### config.mk
export PLATFORM = sky130hd
export DESIGN_NAME = pool_stream
export DESIGN_NICKNAME = d
export VERILOG_FILES = /design/src/rtl/pool_pkg.sv /design/src/rtl/pool_lane.sv /design/src/rtl/pool_stream.sv
export SDC_FILE = /design/constraint.sdc
export NUM_CORES = 1
export LEC_CHECK = 0
export ABC_AREA = 1
export BUFFER_PORTS_ARGS = -buffer_cell sky130_fd_sc_hd__buf_4
export CAP_MARGIN = 20
export CORE_MARGIN = 2
export CORE_UTILIZATION = 61
export DETAILED_ROUTE_END_ITERATION = 6
export PLACE_DENSITY = 0.79
export SLEW_MARGIN = 20
export SYNTH_ARGS = -nofsm -noshare
export SYNTH_HDL_FRONTEND = slang
export SYNTH_SLANG_ARGS = --single-unit
export TNS_END_PERCENT = 10
### constraint.sdc
create_clock -name clk -period 4.6 [get_ports clk]
set_input_delay 0.69 -clock clk [delete_from_list [all_inputs] [get_ports clk]]
set_output_delay 0.69 -clock clk [all_outputs]
set_load 0.05 [all_outputs]
### src/rtl/pool_pkg.sv
// Shared types and helpers for the 2x2 stride-2 pooling stream.
package pool_pkg;

    typedef enum logic {
        POOL_MAX = 1'b0,
        POOL_AVG = 1'b1
    } pool_mode_e;

    localparam int MAX_LANE_DW = 32;

    // Unsigned maximum of one channel sample, zero-extended to the widest lane.
    function automatic logic [MAX_LANE_DW-1:0] lane_max(
        input logic [MAX_LANE_DW-1:0] a,
        input logic [MAX_LANE_DW-1:0] b
    );
        return (a > b) ? a : b;
    endfunction

endpackage

### src/rtl/pool_lane.sv
// Single-channel 2x2 combine: the pair value kept in the line buffer and the final window value.
// STREAM_POOL_AVG_EN adds the rounding-average datapath selected by mode.
module pool_lane
    import pool_pkg::*;
#(
    parameter int DW  = 1,
    parameter int LBW = DW
) (
`ifdef STREAM_POOL_AVG_EN
    input  pool_mode_e     mode,
`endif
    input  logic [DW-1:0]  held,
    input  logic [DW-1:0]  cur,
    input  logic [LBW-1:0] line_entry,
    output logic [LBW-1:0] pair,
    output logic [DW-1:0]  win
);

    logic [DW-1:0] pair_max;
`ifdef STREAM_POOL_AVG_EN
    localparam int SW = DW + 2;
    logic [SW-1:0] quad_sum;
`endif

    // Max is the default; average mode widens the pair to a sum and rounds the window to nearest.
    always_comb begin
        pair_max = DW'(lane_max(MAX_LANE_DW'(held), MAX_LANE_DW'(cur)));
        pair     = LBW'(pair_max);
        win      = DW'(lane_max(MAX_LANE_DW'(line_entry[DW-1:0]), MAX_LANE_DW'(pair_max)));
`ifdef STREAM_POOL_AVG_EN
        quad_sum = '0;
        if (mode == POOL_AVG) begin
            pair     = LBW'({1'b0, held} + {1'b0, cur});
            quad_sum = SW'(line_entry) + SW'({1'b0, held} + {1'b0, cur}) + SW'(2);
            win      = quad_sum[SW-1:2];
        end
`endif
    end

endmodule

### src/rtl/pool_stream.sv
// Streaming 2x2 stride-2 pooling over a raster pixel stream, all channels in parallel.
// Define STREAM_POOL_AVG_EN to add the mode_avg port and a per-frame rounding-average mode.
module pool_stream
    import pool_pkg::*;
#(
    parameter int CH    = 20,
    parameter int DW    = 1,
    parameter int IMG_W = 24,
    parameter int IMG_H = 24
) (
    input  logic             clk,
    input  logic             rst,
`ifdef STREAM_POOL_AVG_EN
    input  logic             mode_avg,
`endif
    input  logic             in_valid,
    input  logic [CH*DW-1:0] in_data,
    output logic             in_ready,
    output logic             out_valid,
    output logic [CH*DW-1:0] out_data,
    output logic             out_last,
    input  logic             out_ready
);

`ifdef STREAM_POOL_AVG_EN
    localparam int LBW = DW + 1;
`else
    localparam int LBW = DW;
`endif
    localparam int CW     = (IMG_W > 1) ? $clog2(IMG_W) : 1;
    localparam int RW     = (IMG_H > 1) ? $clog2(IMG_H) : 1;
    localparam int HALF_W = IMG_W / 2;
    localparam int AW     = (HALF_W > 1) ? $clog2(HALF_W) : 1;

    if ((IMG_W % 2) != 0) begin : g_bad_width
        $error("pool_stream: IMG_W must be even");
    end
    if ((IMG_H % 2) != 0) begin : g_bad_height
        $error("pool_stream: IMG_H must be even");
    end

    logic [CW-1:0]     col;
    logic [RW-1:0]     row;
    logic [CH*DW-1:0]  held_q;
    logic [CH*DW-1:0]  win_all;
    logic [CH*LBW-1:0] pair_all;
    logic [CH*LBW-1:0] line_rd;
    logic [CH*LBW-1:0] line_buf [HALF_W];
    logic [AW-1:0]     lb_idx;
    logic              accept;
    logic              col_end;
    logic              row_end;
`ifdef STREAM_POOL_AVG_EN
    pool_mode_e        mode_q;
`endif

    assign in_ready = !out_valid || out_ready;
    assign accept   = in_valid && in_ready;
    assign lb_idx   = AW'(col >> 1);
    assign col_end  = (col == CW'(IMG_W - 1));
    assign row_end  = (row == RW'(IMG_H - 1));
    assign line_rd  = line_buf[lb_idx];

    // Even columns park the pixel; odd columns on odd rows finish a window into the output register.
    always_ff @(posedge clk) begin
        if (rst) begin
            col       <= '0;
            row       <= '0;
            held_q    <= '0;
            out_valid <= 1'b0;
            out_last  <= 1'b0;
            out_data  <= '0;
        end else begin
            if (out_valid && out_ready) begin
                out_valid <= 1'b0;
                out_last  <= 1'b0;
            end
            if (accept) begin
                if (!col[0]) begin
                    held_q <= in_data;
                end else if (row[0]) begin
                    out_data  <= win_all;
                    out_valid <= 1'b1;
                    out_last  <= col_end && row_end;
                end
                if (col_end) begin
                    col <= '0;
                    row <= row_end ? '0 : row + RW'(1);
                end else begin
                    col <= col + CW'(1);
                end
            end
        end
    end

    // Line buffer is never cleared: each entry is rewritten on the even row before the odd row reads it.
    always_ff @(posedge clk) begin
        if (accept && col[0] && !row[0]) begin
            line_buf[lb_idx] <= pair_all;
        end
    end

`ifdef STREAM_POOL_AVG_EN
    always_ff @(posedge clk) begin
        if (rst) begin
            mode_q <= POOL_MAX;
        end else if (accept && (col == '0) && (row == '0)) begin
            mode_q <= mode_avg ? POOL_AVG : POOL_MAX;
        end
    end
`endif

    for (genvar c = 0; c < CH; c++) begin : g_lane
        pool_lane #(
            .DW  (DW),
            .LBW (LBW)
        ) u_lane (
`ifdef STREAM_POOL_AVG_EN
            .mode       (mode_q),
`endif
            .held       (held_q[c*DW +: DW]),
            .cur        (in_data[c*DW +: DW]),
            .line_entry (line_rd[c*LBW +: LBW]),
            .pair       (pair_all[c*LBW +: LBW]),
            .win        (win_all[c*DW +: DW])
        );
    end

endmodule

==> results_dict.tcl <==
set metrics [dict create \
    yosys.area.top_type "edfxtp_1" \
    synth-async-reset-ratio_pct 0 \
    cts_tree "done" \
    synth_top_area_share_pct 58.7 \
    fin_ws_ns 1.78 \
    path_class "reg2reg" \
    ant_nets 0 \
    synth_area_per_cell_um2 10.1 \
    cts-htree-levels 1 \
    grt_usage_pct 26.2 \
    worst_ep_required_time_ns 5.05 \
    dp_hpwl_um 15800 \
    rsz0062_at_grt "no" \
    die_x_um 146 \
    cts.sinks 296 \
    cp-end-kind "register" \
    place_ws_ns 1.80 \
    grt_first_pass_wirelength_um 44100 \
    syn_nets 1237 \
    ys_seq_area_share_pct 67.8 \
    io_pins 47 \
    vias_per_cell 5.65 \
    hold_buffers 0 \
    cts_made_buffers 28 \
    die_h_um 146 \
    antenna_found_initial 0 \
    synth.cell_area_um2 12300 \
    cp_max_fo 66 \
    wl_met2_um 13600 \
    status "completed" \
    firstDrtPassIters 6 \
    drc 0 \
    fin_skew_ns 0.00771 \
    drv_cap 0 \
    drt-met1-wl_um 11100 \
    cts_resized 0 \
    totalPowerFinal_mw 5.51 \
    row_count 51 \
    first_global_vias 8509 \
    cp.arrival_ns 3.27 \
    num-nets-final 1267 \
    yosys_warnings 0 \
    relSlewSlack_pct 30.4 \
    start_util_pct 62.7 \
    ir_worst_vdd_mv 0.371 \
    routabilityCongestion 0.807 \
    drt_iter0_markers 993 \
    synth_cells 1211 \
    gr-total-overflow 0 \
    postCtsSetupBuffers 0 \
    hold_viol 0 \
    portBuffers 46 \
    highest_layer "met4" \
    setup_viol 0 \
    syn_to_final_growth_pct 12.1 \
    clk_pin_slew_ns 0.06 \
    fmax_mhz 355 \
    ys_types 24 \
    die_area_um2 21300 \
    drive_gt1_share_pct 11.0 \
    power_density_nw_per_um2 400 \
    diodes 0 \
    synth_edf_count 240 \
    cts_root_buffer "clkbuf_16" \
    fin_tns_setup_ns 0 \
    core_um2 19600 \
    synthFlopType "edfxtp_1" \
    critPathLaunchType "register" \
    finalHoldWorstSlack_ns 0.438 \
    wl_per_cell_um 18.3 \
    grt_max_degree 73 \
    hold_path.class "in2reg" \
    yosys-top-cells-count "nand2_1, edfxtp_1, nand3_1" \
    wl_met3_um 2360 \
    clockBufferDepth 3 \
    insertion_delay_ns 0.53 \
    wl_um 27900 \
    yosysMostFrequentCell "nand2_1" \
    p_leak_nw 5.68 \
    synth.area.top_cells "edfxtp_1, nand2_1, dfxtp_1" \
    max_slew.worst_pin.slew_ns 1.04 \
    period_minus_slack_ns 2.82 \
    ys_ff_latch 296 \
    final-max-slew-violation-count 0 \
    num_vias 8622 \
    finalCritPeriodShare_pct 61.2 \
]
[worst max-delay path, stage by stage, from the launching register on]
cell	delay [ns]
dfxtp_4	0.71
clkinv_2	0.81
buf_12	0.48
nand2_1	0.09
nand3_1	0.09
nand3_1	0.18
nand3_1	0.13
a21oi_1	0.20
[state kept, by name, summed over array words and instances, names as in the netlist, named ones only]
| signal | count |
|---|---|
| line_buf | 240 |
| held_q | 20 |
| out_data | 20 |
| col | 5 |
| row | 5 |
| out_last | 1 |
| out_valid | 1 |
[cells in the final DEF (no fill, tap or decap), types with 3 or more instances in the layout]
cell	instances
buf_4	61
nor3_2	3
nand2_1	340
nor2_1	28
a21oi_1	48
edfxtp_1	240
bufinv_16	3
nor2_2	6
or2_2	20
nand4_1	3
clkbuf_1	10
nand3_1	207
dfxtp_1	54
clkinv_1	4
clkbuf_16	29
clkinv_2	5
nor4_2	3
inv_1	158
o21ai_0	26
[final timing paths]
check | start | cells after the start | slack [ns] | endpoint
setup reg to reg | register | 7 | 1.78 | out_data[17]
setup / recovery | register | 7 | 1.78 | out_data[17]
hold reg to reg | held_q[16] | 2 | 0.46 | held_q[16]
hold / removal | in_data[1] | 3 | 0.44 | held_q[1]
[logic make-up (layout without fill, tap and decap cells)]
kind of cell               Yosys count  count (layout)  share of synthesized area (%)
AOI/OAI and AO/OA                   76              76                           3.20
and+or+nand+nor                    613             613                           21.5
adders and majority gates            2               2                          0.204
buffers and inverters              223             274                           7.19
DFF                                296             296                           67.8
xor gates and xnor gates             1               1                         0.0713
[through the flow]
step | util (%) | cells | instance area (um2)
finish | 70.3 | 1527 | 13800
CTS | 70.3 | 1527 | 13800
global placement | 65.7 | 1476 | 12900
floorplan | - | 1211 | 12300
detailed placement | 65.7 | 1476 | 12900
global route | 70.3 | 1527 | 13800
[area by class of cell]
type                    count  area (um2)
fillers                  1385        5820
repair buffers             62         478
well taps                 265         332
clock inverters            11         125
inverters                 161         608
multi-input cells         692        3120
flip-flops and latches    296        8330
clock buffers              40         777
[power by group]
part,internal (mW),leakage [nW],switching [mW]
Combinational,0.0813,2.63,0.216
Clock,1.34,0.441,0.926
Sequential,2.93,2.61,0.0215
Total,4.35,5.68,1.16
[per-layer routing]
metal  GRT usage (%)  vias up
met1            35.9     4045
li1                -     4055
met2            43.8      451
met5               0        -
met3            3.45       71
met4            8.82        0
No activity file was read; power rests on OpenSTA's default activity.
